[src/rtl/nes_multi_pad_reader_if.sv]
// Event stream from the pad reader (master) to its consumer (slave).
// A head event is offered while event_valid is high and is taken on
// event_valid & event_ready. event_drop is a one-cycle loss indicator.
interface nes_multi_pad_reader_if;
  logic       event_valid;
  logic       event_ready;
  logic [1:0] event_pad;
  logic [3:0] event_code;
  logic       event_drop;

  modport master (
    output event_valid,
    output event_pad,
    output event_code,
    output event_drop,
    input  event_ready
  );

  modport slave (
    input  event_valid,
    input  event_pad,
    input  event_code,
    input  event_drop,
    output event_ready
  );
endinterface

[src/rtl/nes_multi_pad_reader.sv]
// Polls up to four NES controllers in parallel once per frame over a shared
// latch/pulse pair, publishes the held button state, and turns fresh presses
// and auto-repeats of selected buttons into a small event queue.
// FIFO_DEPTH must be a power of two and at least 2.
module nes_multi_pad_reader #(
  parameter int          NUM_PADS      = 2,
  parameter int          PERIOD_CYCLES = 833334,
  parameter int          HALF_BIT      = 300,
  parameter logic [7:0]  REPEAT_MASK   = 8'hE0,
  parameter int          REPEAT_DELAY  = 20,
  parameter int          REPEAT_RATE   = 6,
  parameter int          FIFO_DEPTH    = 4
) (
  input  logic                  clk,
  input  logic                  reset,
  input  logic [NUM_PADS-1:0]   nes_data,
  output logic                  nes_latch,
  output logic                  nes_pulse,
  output logic [8*NUM_PADS-1:0] buttons,
  nes_multi_pad_reader_if.master ev
);

  localparam int H            = HALF_BIT;
  localparam int CNT_W        = $clog2(PERIOD_CYCLES);
  localparam int LATCH_END    = 2 * H;
  localparam int FIRST_SAMPLE = 3 * H;
  localparam int LAST_SAMPLE  = 3 * H + 14 * H;
  localparam int HOLD_W       = $clog2(REPEAT_DELAY + 1);
  localparam int RATE_W       = (REPEAT_RATE > 1) ? $clog2(REPEAT_RATE + 1) : 1;
  localparam int AW           = $clog2(FIFO_DEPTH);

  typedef enum logic [2:0] {
    ST_WAIT,
    ST_LATCH,
    ST_SHIFT,
    ST_COMMIT,
    ST_SCAN
  } state_t;

  state_t             state, state_nxt;
  logic [CNT_W-1:0]   frame_cnt;
  logic               sample_hit;
  logic               pulse_on;
  logic [1:0]         scan_idx;

  logic [7:0]         shreg    [NUM_PADS];
  logic [7:0]         btn      [NUM_PADS];
  logic [7:0]         prev     [NUM_PADS];
  logic [HOLD_W-1:0]  hold_cnt [NUM_PADS];
  logic [RATE_W-1:0]  rate_cnt [NUM_PADS];
  logic [NUM_PADS-1:0] rep_due;
  logic [7:0]         masked_new [NUM_PADS];
  logic [7:0]         masked_old [NUM_PADS];

  logic [7:0]         sel_btn, sel_prev, new_press, held_masked;
  logic               sel_due;
  logic               push;
  logic [3:0]         push_code;

  logic [5:0]         mem [FIFO_DEPTH];
  logic [AW:0]        wr_ptr, rd_ptr, fifo_count;
  logic               fifo_empty, fifo_full, pop, do_push, drop, drop_q;

  // Code of the lowest set bit (k+1), or 0 for an empty vector.
  function automatic logic [3:0] first_code(input logic [7:0] v);
    first_code = 4'd0;
    for (int k = 7; k >= 0; k--) begin
      if (v[k]) first_code = 4'(k + 1);
    end
  endfunction

  // Frame timebase: free-running 0..PERIOD_CYCLES-1.
  // NOTE: clocked state is always written with <= so every register samples
  // the pre-edge values of its peers; = here would create order-dependent races.
  always_ff @(posedge clk or posedge reset) begin
    if (reset) frame_cnt <= '0;
    else if (frame_cnt == CNT_W'(PERIOD_CYCLES - 1)) frame_cnt <= '0;
    else frame_cnt <= frame_cnt + 1'b1;
  end

  // Decode sample instants and pulse-high windows from the frame position.
  // NOTE: every signal driven here gets a default before any condition, so no
  // path leaves it unassigned and no latch is inferred.
  always_comb begin
    sample_hit = 1'b0;
    pulse_on   = 1'b0;
    for (int k = 0; k < 8; k++) begin
      if (frame_cnt == CNT_W'(FIRST_SAMPLE + 2 * H * k)) sample_hit = 1'b1;
      if (frame_cnt >= CNT_W'(FIRST_SAMPLE + 2 * H * k + 1) &&
          frame_cnt <= CNT_W'(FIRST_SAMPLE + 2 * H * k + H)) pulse_on = 1'b1;
    end
  end

  // Registered pad strobes, one cycle behind frame_cnt.
  always_ff @(posedge clk or posedge reset) begin
    if (reset) begin
      nes_latch <= 1'b0;
      nes_pulse <= 1'b0;
    end else begin
      nes_latch <= (frame_cnt < CNT_W'(LATCH_END));
      nes_pulse <= pulse_on;
    end
  end

  // Sequencer state register.
  always_ff @(posedge clk or posedge reset) begin
    if (reset) state <= ST_WAIT;
    else       state <= state_nxt;
  end

  // Sequencer next-state: latch, shift in 8 bits, commit, scan each pad.
  always_comb begin
    state_nxt = state;
    case (state)
      ST_WAIT:   if (frame_cnt == '0) state_nxt = ST_LATCH;
      ST_LATCH:  if (frame_cnt == CNT_W'(LATCH_END)) state_nxt = ST_SHIFT;
      ST_SHIFT:  if (frame_cnt == CNT_W'(LAST_SAMPLE)) state_nxt = ST_COMMIT;
      ST_COMMIT: state_nxt = ST_SCAN;
      ST_SCAN:   if (scan_idx == 2'(NUM_PADS - 1)) state_nxt = ST_WAIT;
      default:   state_nxt = ST_WAIT;
    endcase
  end

  // Pad index walked during SCAN, one pad per cycle.
  always_ff @(posedge clk or posedge reset) begin
    if (reset)                   scan_idx <= '0;
    else if (state == ST_COMMIT) scan_idx <= '0;
    else if (state == ST_SCAN)   scan_idx <= scan_idx + 1'b1;
  end

  // Masked held sets, new (shift register) versus currently published.
  always_comb begin
    for (int p = 0; p < NUM_PADS; p++) begin
      masked_new[p] = shreg[p] & REPEAT_MASK;
      masked_old[p] = btn[p] & REPEAT_MASK;
    end
  end

  // Per-pad capture, commit and auto-repeat timing.
  always_ff @(posedge clk or posedge reset) begin
    if (reset) begin
      for (int p = 0; p < NUM_PADS; p++) begin
        shreg[p]    <= '0;
        btn[p]      <= '0;
        prev[p]     <= '0;
        hold_cnt[p] <= '0;
        rate_cnt[p] <= '0;
      end
      rep_due <= '0;
    end else begin
      for (int p = 0; p < NUM_PADS; p++) begin
        // First sample is button A; shifting right leaves it in bit 0.
        if (state == ST_SHIFT && sample_hit)
          shreg[p] <= {~nes_data[p], shreg[p][7:1]};
        if (state == ST_COMMIT) begin
          btn[p]  <= shreg[p];
          prev[p] <= btn[p];
          if (masked_new[p] == '0 || masked_new[p] != masked_old[p]) begin
            hold_cnt[p] <= '0;
            rate_cnt[p] <= '0;
            rep_due[p]  <= 1'b0;
          end else if (hold_cnt[p] != HOLD_W'(REPEAT_DELAY)) begin
            // Still in the initial delay; the first repeat fires on arrival.
            hold_cnt[p] <= hold_cnt[p] + 1'b1;
            rep_due[p]  <= (hold_cnt[p] == HOLD_W'(REPEAT_DELAY - 1));
            rate_cnt[p] <= RATE_W'(REPEAT_RATE - 1);
          end else if (rate_cnt[p] == '0) begin
            rep_due[p]  <= 1'b1;
            rate_cnt[p] <= RATE_W'(REPEAT_RATE - 1);
          end else begin
            rep_due[p]  <= 1'b0;
            rate_cnt[p] <= rate_cnt[p] - 1'b1;
          end
        end
      end
    end
  end

  // Publish held state as a flat vector.
  always_comb begin
    buttons = '0;
    for (int p = 0; p < NUM_PADS; p++) buttons[8*p +: 8] = btn[p];
  end

  // Event selection for the pad being scanned: new press beats repeat.
  always_comb begin
    sel_btn  = '0;
    sel_prev = '0;
    sel_due  = 1'b0;
    for (int p = 0; p < NUM_PADS; p++) begin
      if (scan_idx == 2'(p)) begin
        sel_btn  = btn[p];
        sel_prev = prev[p];
        sel_due  = rep_due[p];
      end
    end
    new_press   = sel_btn & ~sel_prev;
    held_masked = sel_btn & REPEAT_MASK;
    push        = 1'b0;
    push_code   = '0;
    if (state == ST_SCAN) begin
      if (new_press != '0) begin
        push      = 1'b1;
        push_code = first_code(new_press);
      end else if (sel_due && held_masked != '0) begin
        push      = 1'b1;
        push_code = first_code(held_masked);
      end
    end
  end

  // FIFO bookkeeping: a full FIFO still accepts a push when it pops the same cycle.
  assign fifo_count = wr_ptr - rd_ptr;
  assign fifo_empty = (wr_ptr == rd_ptr);
  assign fifo_full  = (fifo_count == (AW+1)'(FIFO_DEPTH));
  assign pop        = ~fifo_empty & ev.event_ready;
  assign do_push    = push & (~fifo_full | pop);
  assign drop       = push & fifo_full & ~pop;

  // FIFO pointers and registered drop strobe.
  always_ff @(posedge clk or posedge reset) begin
    if (reset) begin
      wr_ptr <= '0;
      rd_ptr <= '0;
      drop_q <= 1'b0;
    end else begin
      if (do_push) wr_ptr <= wr_ptr + 1'b1;
      if (pop)     rd_ptr <= rd_ptr + 1'b1;
      drop_q <= drop;
    end
  end

  // FIFO storage.
  // NOTE: the entry array has no reset; pointers define validity and an empty
  // FIFO masks the head, so clearing storage would only add reset fan-out.
  always_ff @(posedge clk) begin
    if (do_push) mem[wr_ptr[AW-1:0]] <= {scan_idx, push_code};
  end

  assign ev.event_valid = ~fifo_empty;
  assign ev.event_pad   = fifo_empty ? 2'd0 : mem[rd_ptr[AW-1:0]][5:4];
  assign ev.event_code  = fifo_empty ? 4'd0 : mem[rd_ptr[AW-1:0]][3:0];
  assign ev.event_drop  = drop_q;

endmodule

[src/flat_wrapper.sv]
// flat-port wrapper written by rule: the top's interface ports become plain ports
module nes_multi_pad_reader_flat 
#(
  parameter int          NUM_PADS      = 2,
  parameter int          PERIOD_CYCLES = 833334,
  parameter int          HALF_BIT      = 300,
  parameter logic [7:0]  REPEAT_MASK   = 8'hE0,
  parameter int          REPEAT_DELAY  = 20,
  parameter int          REPEAT_RATE   = 6,
  parameter int          FIFO_DEPTH    = 4
)
  (clk, reset, nes_data, nes_latch, nes_pulse, buttons, ev_event_valid, ev_event_pad, ev_event_code, ev_event_drop, ev_event_ready);
  nes_multi_pad_reader_if ev_i ();
  input  logic clk;
  input  logic reset;
  input  logic [NUM_PADS-1:0] nes_data;
  output logic nes_latch;
  output logic nes_pulse;
  output logic [8*NUM_PADS-1:0] buttons;
  output wire logic [$bits(ev_i.event_valid)-1:0] ev_event_valid;
  output wire logic [$bits(ev_i.event_pad)-1:0] ev_event_pad;
  output wire logic [$bits(ev_i.event_code)-1:0] ev_event_code;
  output wire logic [$bits(ev_i.event_drop)-1:0] ev_event_drop;
  input wire logic [$bits(ev_i.event_ready)-1:0] ev_event_ready;
  assign ev_event_valid = ev_i.event_valid;
  assign ev_event_pad = ev_i.event_pad;
  assign ev_event_code = ev_i.event_code;
  assign ev_event_drop = ev_i.event_drop;
  assign ev_i.event_ready = ev_event_ready;
  nes_multi_pad_reader #(.NUM_PADS(NUM_PADS), .PERIOD_CYCLES(PERIOD_CYCLES), .HALF_BIT(HALF_BIT), .REPEAT_MASK(REPEAT_MASK), .REPEAT_DELAY(REPEAT_DELAY), .REPEAT_RATE(REPEAT_RATE), .FIFO_DEPTH(FIFO_DEPTH)) u_core (.clk(clk), .reset(reset), .nes_data(nes_data), .nes_latch(nes_latch), .nes_pulse(nes_pulse), .buttons(buttons), .ev(ev_i));
endmodule
[config.mk]
export PLATFORM = sky130hd
export DESIGN_NAME = nes_multi_pad_reader_flat
export DESIGN_NICKNAME = d
export VERILOG_FILES = /design/src/rtl/nes_multi_pad_reader_if.sv /design/src/rtl/nes_multi_pad_reader.sv /design/src/flat_wrapper.sv
export SDC_FILE = /design/constraint.sdc
export NUM_CORES = 1
export LEC_CHECK = 0
export CORE_UTILIZATION = 55
export DETAILED_ROUTE_END_ITERATION = 8
export GPL_ROUTABILITY_DRIVEN = 0
export HOLD_SLACK_MARGIN = 0.12
export MAX_ROUTING_LAYER = met4
export PLACE_DENSITY = 0.74
export SYNTH_ARGS = -nofsm -noshare
export SYNTH_HDL_FRONTEND = slang
export SYNTH_SLANG_ARGS = --single-unit
[constraint.sdc]
create_clock -name clk -period 9.3 [get_ports clk]
set_clock_uncertainty 0.2 [all_clocks]
set_input_delay 0.93 -clock clk [delete_from_list [all_inputs] [get_ports clk]]
set_output_delay 0.93 -clock clk [all_outputs]
set_load 0.01 [all_outputs]
### Word-level counts from Yosys, hierarchy flattened

Memories as Yosys holds them, arrays and structs flattened.
Index checks and enable logic that the tools add are counted.

| cells by class | value |
|---|---|
| add/subtract/negate cells | 9 |
| $lt $le $gt $ge | 17 |
| eq/ne operators | 27 |
| multiplexer cells | 67 |
| bitwise gates (word level) | 12 |
| reductions and logical operators | 27 |

Operators with widths:

| operator | count |
|---|---|
| == test 20 x 12 -> 1 bit (second input constant) | 4 |
| greater-or-equal comparator 20 x 12 -> 1 bit (second input constant) | 4 |
| less-or-equal comparator 20 x 12 -> 1 bit (second input constant) | 3 |
| less-or-equal comparator 20 x 13 -> 1 bit (second input constant) | 3 |
| 2-to-1 mux 4 bit | 15 |
| == test 20 x 10 -> 1 bit (second input constant) | 2 |
| == test 20 x 13 -> 1 bit (second input constant) | 2 |
| greater-or-equal comparator 20 x 13 -> 1 bit (second input constant) | 2 |
| less-or-equal comparator 20 x 11 -> 1 bit (second input constant) | 2 |
| 2-to-1 mux 8 bit | 4 |
| 2-to-1 mux 3 bit | 10 |
| 2-to-1 mux 1 bit | 29 |
| adder 20 x 1 -> 20 bit (second input constant) | 1 |
| == test 20 x 11 -> 1 bit (second input constant) | 1 |
| == test 20 bit (second input constant) | 1 |
| greater-or-equal comparator 20 x 10 -> 1 bit (second input constant) | 1 |
| greater-or-equal comparator 20 x 11 -> 1 bit (second input constant) | 1 |
| logical NOT 20 bit | 1 |
| < comparator 20 x 10 -> 1 bit (second input constant) | 1 |
| 2-to-1 mux 20 bit | 1 |
| 2-to-1 mux 5 bit | 4 |
| logical NOT 8 bit | 2 |
| nonzero test 8 bit | 2 |
| one-hot mux 3 bit (5 select lines) | 1 |
| 27 further kinds | 62 |

| word-level totals | value |
|---|---|
| flip-flop bits (word level) | 100 |
| memory bits (writable) | 24 |
| input bits | 5 |
| output and inout bits | 26 |
| logic and storage cells | 179 |
| memories | 1 |

Memory list:

| name | depth | bits a word | read ports | clocked after memory_dff | wr ports | line | source |
|---|---|---|---|---|---|---|---|
| u_core.mem | 4 | 6 | 1 | 0 | 1 | nes_multi_pad_reader.sv:60 | `logic [5:0] mem [FIFO_DEPTH];` |

### Logic depth before layout (Yosys ltp)

| depth | value |
|---|---|
| depth in word-level cells | 15 |
| gate-level depth with buffers | 10 |
| gate-level depth less buffers | 8 |

### Worst setup path before layout

OpenSTA, ideal clock, no wires.

| path | value |
|---|---|
| path kind | register -> register |
| from | register u_core.scan_idx[0] |
| to | memory u_core.mem[3][0] (enable) |
| setup time | 0.384 ns |
| data arrival time | 2.323 ns |
| data required time | 8.716 ns |
| slack | 6.393 ns |
| stages on the path, launching flop included | 8 |
| buffers on the path | 2 |
| clock period less this slack | 2.907 ns |
| path through | dfrtp_1 -> ha_1 -> buf_2 -> o32ai_1 -> nor3_1 -> and3_1 -> clkbuf_1 -> a211oi_1 |

| on the way | value |
|---|---|
| longest elaborated chain between the ends | 11 |
| elaborated cells between the ends (all ways) | 19 |
| those cells by class | 1 x eq/ne; 11 x mux; 3 x bitwise; 4 x reduce/logical |

RTL lines:

| item | line | source |
|---|---|---|
| from (decl) | nes_multi_pad_reader.sv:44 | `logic [1:0] scan_idx;` |
| from (signal assigned) | nes_multi_pad_reader.sv:128 | `else if (state == ST_SCAN) scan_idx <= scan_idx + 1'b1;` |
| logical NOT 2 bit | nes_multi_pad_reader.sv:191 | `if (scan_idx == 2'(p)) begin` |
| 2-to-1 mux 8 bit (2 in series) | nes_multi_pad_reader.sv:191 |  |
| nonzero test 8 bit / NOT 8 bit (equally long branches) | nes_multi_pad_reader.sv:205, nes_multi_pad_reader.sv:197 |  |
| logical AND 1 bit / bitwise AND 8 bit (equally long branches) | nes_multi_pad_reader.sv:205, nes_multi_pad_reader.sv:197 |  |
| 2-to-1 mux 1 bit / nonzero test 8 bit (equally long branches) | nes_multi_pad_reader.sv:205, nes_multi_pad_reader.sv:202 |  |
| 2-to-1 mux 1 bit (*) | nes_multi_pad_reader.sv:202 | `if (new_press != '0) begin` |
| 2-to-1 mux 1 bit (*) | nes_multi_pad_reader.sv:201 | `if (state == ST_SCAN) begin` |
| bitwise AND 1 bit (*) | nes_multi_pad_reader.sv:217 | `assign do_push = push & (~fifo_full \| pop);` |
| 2-to-1 mux 1 bit (*) | nes_multi_pad_reader.sv:237 | `if (do_push) mem[wr_ptr[AW-1:0]] <= {scan_idx, push_code};` |
| 2-to-1 mux 1 bit (not written as such) (*) | nes_multi_pad_reader.sv:237 |  |
| to (decl) | nes_multi_pad_reader.sv:60 |  |

Mark *: on every way between the ends. The rest lies on a longest branch, timed or not.

### Worst setup path in the final report

| path | value |
|---|---|
| from | register u_core.rd_ptr[0] |
| to | output port ev_event_code[1] |

| on the way | value |
|---|---|
| longest elaborated chain between the ends | 2 |
| elaborated cells between the ends (all ways) | 3 |
| those cells by class | 1 x eq/ne; 1 x mux; 1 x memory |

RTL lines:

| item | line | source |
|---|---|---|
| from (decl) | nes_multi_pad_reader.sv:61 | `logic [AW:0] wr_ptr, rd_ptr, fifo_count;` |
| from (signal assigned) | nes_multi_pad_reader.sv:228 | `if (pop) rd_ptr <= rd_ptr + 1'b1;` |
| memory (4 x 6 bit) / == test 3 bit (equally long branches) | - |  |
| 2-to-1 mux 4 bit (*) | nes_multi_pad_reader.sv:242 | `assign ev.event_code = fifo_empty ? 4'd0 : mem[rd_ptr[AW-1:0]][3:0];` |
| to (decl) | flat_wrapper.sv:22 | `output wire logic [$bits(ev_i.event_code)-1:0] ev_event_code;` |

Marked as above.

==> results by group <==
Run status
  – Run status: finished clean

Global route
  – Pin count of the biggest net entering global routing: 55
  – First-pass GRT wire length: approximately 26000 µm
  – Total gr overflow: 0
  – Total GRT Usage: 0.2682
  – Initial antenna violation count: 0
  – Vias in the first global route: 5157

Layout
  – Fill cells: around 960
  – Multi-input logic area: ~3300 µm²
  – FF+latch area: 3223 µm²
  – Nets: about 740
  – Fin util: 0.6386
  – Layout Cells excl Fill: around 880
  – Ant. Diodes: 0
  – Area grow syn2layout: 13.29%
  – Layout cells sized above 1: 0.09836

Route
  – Vias: 5446
  – Wirelength, routed: roughly 15000 µm
  – DR vias/cell: between 6 and 7
  – Antenna Nets Post-Route: 0
  – WL/cell: around 18 µm
  – Initial drt markers: a little over 600
  – First-pass iteration count of the detailed router: 6
  – DRC violations left: 0

Critical path
  – Critical Path End Type: output pin
  – Worst r2r src: u_core.frame_cnt[4]
  – Type of the worst setup path: reg2out
  – R2R depth: 6
  – Critical Path, Cell by Cell: ha_1, nand3_1, and2_1, clkdlybuf4s50_1
  – Worst Setup EP: ev_event_code[1]
  – CP arrival: between 2 and 2.5 ns
  – Largest stage delay, worst path: 0.65 ns
  – Critical R2R Capture: u_core.masked_new[5]
  – Crit path required time: about 8.2 ns
  – Crit path launch type: flop
  – Reg2Reg Setup Slack: approximately 6 ns
  – CP startpoint: u_core.rd_ptr[0]
  – Slowest library cell on the worst path: dfrtp_1
  – CP max FO: 9

Power
  – Comb pwr share: 0.043
  – Design Power: roughly 1.3 mW
  – Static Leak: ~3.3 nW
  – Sw Share: 0.2213
  – Worst VDD drop: approximately 0.083 mV
  – P_int: 987.0 µW
  – Power Density: approximately 170 nW/µm²
  – Clock power frac: 0.500
  – Net Sw Power: ~280 µW
  – Sequential fraction of design power: 0.457

Synth
  – Synth area leaders: dfrtp_1 (37%), edfxtp_1 (11%), nand2_1 (8.6%)
  – Synthesized instance count: about 700
  – Sequential fraction of the synthesis area: 0.4780
  – Top_reg_cell synth: dfrtp_1
  – #FFs+latches synth: approximately 120
  – Share of the synthesized area in the top cell type: 0.3711
  – Post-synthesis cell type count: 66
  – Post-Syn Nets: approximately 730
  – Post-synth EDFFs: 24
  – Syn_area_per_cell: about 9.5 µm²
  – Largest area contributor in the netlist: dfrtp_1
  – YS warnings: 0
  – Asr flop ratio synth: 0.8065
  – Post-synthesis cell area: roughly 6700 µm²

Timing
  – RSZ-0062 raised after global routing: false
  – Slew headroom: 0.2971
  – Final Setup Violations: 0
  – Fin Setup TNS: 0 ns
  – Max-slew violations: 0
  – Final Hold Viols: 0
  – Final worst path period share: 0.3742
  – Worst Tran Pin Value: 1.048 ns
  – Fmax: ~0.29 GHz
  – Fin crit period: 3.480 ns
  – Setup WS post-layout: a little under 6 ns

Placed design
  – Place WS: a little under 6 ns
  – I/O Buffers: 30
  – Total placed cells including tap cells: roughly 850
  – Post-DP HPWL: 10310 µm

Floorplan
  – Height of the die: roughly 110 µm
  – Die span in x: roughly 110 µm
  – Core area: around 12000 µm²
  – Num ports: 31
  – Initial Util: 0.5637
  – Die area: 12710 µm²
  – Row cnt: 40

Clock network
  – Hold Buf Count CTS: 0
  – # resized after CTS: 0
  – Reg clk slew, reported paths: around 0.06 ns
  – Later-pin clock latency in the skew report: approximately 0.42 ns
  – CTS buffer count: 17
  – Post-CTS setup buffers: 0
  – CTS tree: built
  – Sink Count: between 100 and 150
  – CTS H-tree lvls: 4
  – Worst-case clock buffer depth: 2
  – Clock root cell: clkbuf_16

Job
  – Max-cap check violation count: 0

Hold path
  – Hold crit path type: reg2reg
==> sequential cells by signal, indices dropped and copies added (netlist names), 6 cells and up <==
signal and count:
u_core.frame_cnt 20, u_core.shreg 10, u_core.hold_cnt 10, u_core.buttons 16
u_core.mem 24, u_core.masked_new 6, u_core.prev 16, u_core.rate_cnt 6
==> cells in the final DEF, fill, tap and decap left out, types with 8 or more instances in the layout <==
master,netlist,routed
a21oi_1,19,19
a31oi_1,8,8
and2_1,15,15
clkbuf_16,0,17
clkdlybuf4s50_1,0,30
dfrtp_1,100,100
edfxtp_1,24,24
ha_1,19,19
inv_1,23,22
mux2_2,9,9
mux2_4,8,8
nand2_1,154,154
nand3_1,21,21
nand4_1,15,15
nor2_1,48,47
nor2b_1,9,9
nor3_1,23,23
o21ai_0,33,33
o31ai_1,8,8
o32ai_1,8,8
or3_1,8,8
xnor2_1,13,13
xor2_1,17,17
==> stage by stage <==
step | hold WS (ns) | cell area, µm²
3_3_place_gp | 0.2602 | 7072
3_5_place_dp | 0.2652 | 7072
4_1_cts | 0.2794 | 7639
6_report | 0.2799 | 7639
5_1_grt | 0.2998 | 7639
2_1_floorplan | 0.2389 | 6743
==> power groups by stage <==
stage                     sequential [mW]  combinational [mW]  clock (mW)
after floorplan                     0.574              0.0530           0
after global placement              0.589              0.0529           0
after detailed placement            0.590              0.0558           0
after CTS                           0.580              0.0559       0.642
after global routing                0.581              0.0612       0.666
final                               0.579              0.0545       0.634
==> metal layers <==
| metal | GRT usage | up-vias | share of wire |
|---|---|---|---|
| met5 | - | - | 0 |
| li1 | - | 2514 | - |
| met4 | 0.1244 | 0 | 0.035 |
| met1 | 0.3515 | 2607 | 0.44 |
| met2 | 0.4004 | 265 | 0.46 |
| met3 | 0.05838 | 60 | 0.065 |
==> cells by family (layout without fill, tap and decap cells) <==
| logic type | Yosys count | after routing | share of synthesized area |
|---|---|---|---|
| AO/OA/AOI/OAI | 107 | 107 | 0.1060 |
| XOR/XNOR | 30 | 30 | 0.03897 |
| adder cells (fa/ha/maj) | 19 | 19 | 0.03526 |
| buffers and inverters | 64 | 88 | 0.04082 |
| flip-flops | 124 | 124 | 0.4780 |
| multiplexers | 26 | 26 | 0.05734 |
| AND/OR/NAND/NOR | 338 | 338 | 0.2436 |
==> final cells by class <==
cell class | count | area share
clock buffer | 20 | 0.05848
multi-input combinational | 520 | 0.4259
clock inverter | 12 | 0.01572
sequential | 124 | 0.4219
timing repair buffer | 33 | 0.04226
tap | 147 | 0.02408
inverter | 23 | 0.01163
==> Yosys cell counts, drive strengths merged, types with 17 or more instances <==
cell type	n
nor2	48
inv	23
edfxtp	24
nand2	154
nand3	21
o21ai	33
a21oi	19
dfrtp	100
nor3	23
clkbuf	31
xor2	17
ha	19
mux2	17
==> worst min path at each step <==
| stage | end | start | slack (ns) | depth (start not counted) |
|---|---|---|---|---|
| after global placement | u_core.rate_cnt[4] | u_core.rate_cnt[4] | 0.26 | 2 |
| final | u_core.prev[12] | u_core.prev[12] | 0.28 | 2 |
| after detailed placement | u_core.prev[3] | u_core.prev[3] | 0.27 | 2 |
| after global routing | u_core.buttons[0] | u_core.shreg[8] | 0.30 | 2 |
| after floorplan | u_core.buttons[0] | u_core.shreg[8] | 0.24 | 2 |
| after CTS | u_core.prev[3] | u_core.prev[3] | 0.28 | 2 |
==> worst max-delay path, delay by kind of cell (launching register included) <==
| kind | cells | cell delay (ns) |
|---|---|---|
| and+or+nand+nor | 2 | 0.42 |
| buffers and inverters | 1 | 0.53 |
| adders and majority gates | 1 | 0.34 |
| DFF | 1 | 0.65 |
Note: power is estimated with default switching activity, not from simulation.
==> edit (config.mk and constraints unchanged) <==
`PERIOD_CYCLES` is set to 833334 in 2 places; all go to 208333.
--- a/src/rtl/nes_multi_pad_reader.sv
+++ b/src/rtl/nes_multi_pad_reader.sv
@@ -4,7 +4,7 @@
 // FIFO_DEPTH must be a power of two and at least 2.
 module nes_multi_pad_reader #(
   parameter int          NUM_PADS      = 2,
-  parameter int          PERIOD_CYCLES = 833334,
+  parameter int          PERIOD_CYCLES = 208333,
   parameter int          HALF_BIT      = 300,
   parameter logic [7:0]  REPEAT_MASK   = 8'hE0,
   parameter int          REPEAT_DELAY  = 20,
--- a/src/flat_wrapper.sv
+++ b/src/flat_wrapper.sv
@@ -2,7 +2,7 @@
 module nes_multi_pad_reader_flat 
 #(
   parameter int          NUM_PADS      = 2,
-  parameter int          PERIOD_CYCLES = 833334,
+  parameter int          PERIOD_CYCLES = 208333,
   parameter int          HALF_BIT      = 300,
   parameter logic [7:0]  REPEAT_MASK   = 8'hE0,
   parameter int          REPEAT_DELAY  = 20,
Function: no difference found for any inputs over 10 cycles, from zero or initial values and one cycle with reset high; that may be too few to reach the edited logic, so the function may still have changed.
==> edit against the unedited design <==
  * Area after synthesis hardly changed
  * Cell area about the same
  * Setup slack lost 33 ps
  * Global-route usage about the same
  * Routed wire length increased by 1.3%
  * Clock power decreased by 3%
  * Sequential cell count is 2 lower
  * Power decreased by 2.1%
==> edit: results (changes against the unedited design) <==
[metrics] outcome: finished, final reports clean (unchanged)
[metrics] Worst setup startpoint: u_core.rd_ptr[1]$_DFFE_PP0P_ (was u_core.rd_ptr[0]$_DFFE_PP0P_)
[metrics] detailed route wirelength on metal2: 7.264 mm (was 7.188 mm)
[metrics] end of the worst register-to-register path: u_core.mem[3][2]$_DFFE_PP_ (was u_core.masked_new[5]$_DFFE_PP0P_)
[metrics] ranking of synthesized cells by area: sky130_fd_sc_hd__dfrtp_1, sky130_fd_sc_hd__edfxtp_1, sky130_fd_sc_hd__nand2_1, sky130_fd_sc_hd__ha_1, sky130_fd_sc_hd__nor2_1 (unchanged)
[metrics] Filler Cells Inserted: 982 (was 961)
[metrics] Seq/Total Area, Yosys: 0.4708 (was 0.4780)
[metrics] count of cell types in the netlist: 67 (was 66)
[metrics] area fraction in compound gates after synthesis: 0.1136 (was 0.1060)
[metrics] detailed placement HPWL: 10.43 mm (was 10.31 mm)
[metrics] share of final-layout standard cells stronger than drive strength 1: 0.09401 (was 0.09836)
[metrics] via count of the first global-routing pass: 5,181 (was 5,157)
[metrics] end point of the critical path: ev_event_pad[0] (was ev_event_code[1])
[metrics] minimum period implied by the final worst setup slack: 3514 ps (was 3480 ps)
[metrics] Met3 Routed Length: 1.009 mm (was 1.012 mm)
[metrics] Worst R2R Start: u_core.scan_idx[1]$_DFFE_PP0P_ (was u_core.frame_cnt[4]$_DFF_PP0_)
[metrics] arithmetic-cell share of the synthesized area counting full adders, half adders and majority gates: 0.03527 (was 0.03526)
[metrics] placed cell count: 849 (was 847)
[metrics] average wire per standard cell: 17.78 µm (was 17.60 µm)
[metrics] maximum number of pins on one net before global-route repair: 80 (was 55)
[metrics] Worst slew margin: 0.3263 (was 0.2971)
[metrics] number of nets produced by synthesis: 733 (was 732)
[metrics] post-synthesis cell count: 709 (was 708)
[metrics] gate family responsible for the most delay along the worst path: buffers and inverters (was flip-flops)
[metrics] arrival time reported for the critical path endpoint: 2380 ps (was 2350 ps)
## edit: metal layers
layer	vias to the layer above	track usage
met5	-	-
met4	0	0.1049
met3	36	0.06160
met2	217	0.3984
met1	2622	0.3590
li1	2533	-
## edit: through the flow
step,instance area [µm²],power [µW],hold slack [ps]
final,7631,1241,268.9
after global routing,7631,1285,289.5
after CTS,7631,1254,268.2
after detailed placement,7072,636.8,253.3
after global placement,7072,631.0,249.4
after floorplan,6740,617.7,234.8
## edit: cell type report
cell class,count,share of cell area
clock buffers,18,0.05903
repair buffers,33,0.04230
multi-input cells,522,0.4319
well taps,147,0.02410
inverters,25,0.01263
flip-flops and latches,122,0.4158
clock inverters,14,0.01426
## edit: cells by family after synthesis
kind of cell / after synthesis
simple gates: 334
flops: 122
compound gates: 115
buf+inv: 65
xor+xnor: 30
mux: 24
fa+ha+maj: 19
## edit: power breakdown
| part | switching [µW] | internal (µW) |
|---|---|---|
| Clock | 256 | 361 |
| Sequential | 19.6 | 551 |
| Combinational | 25.5 | 29.0 |
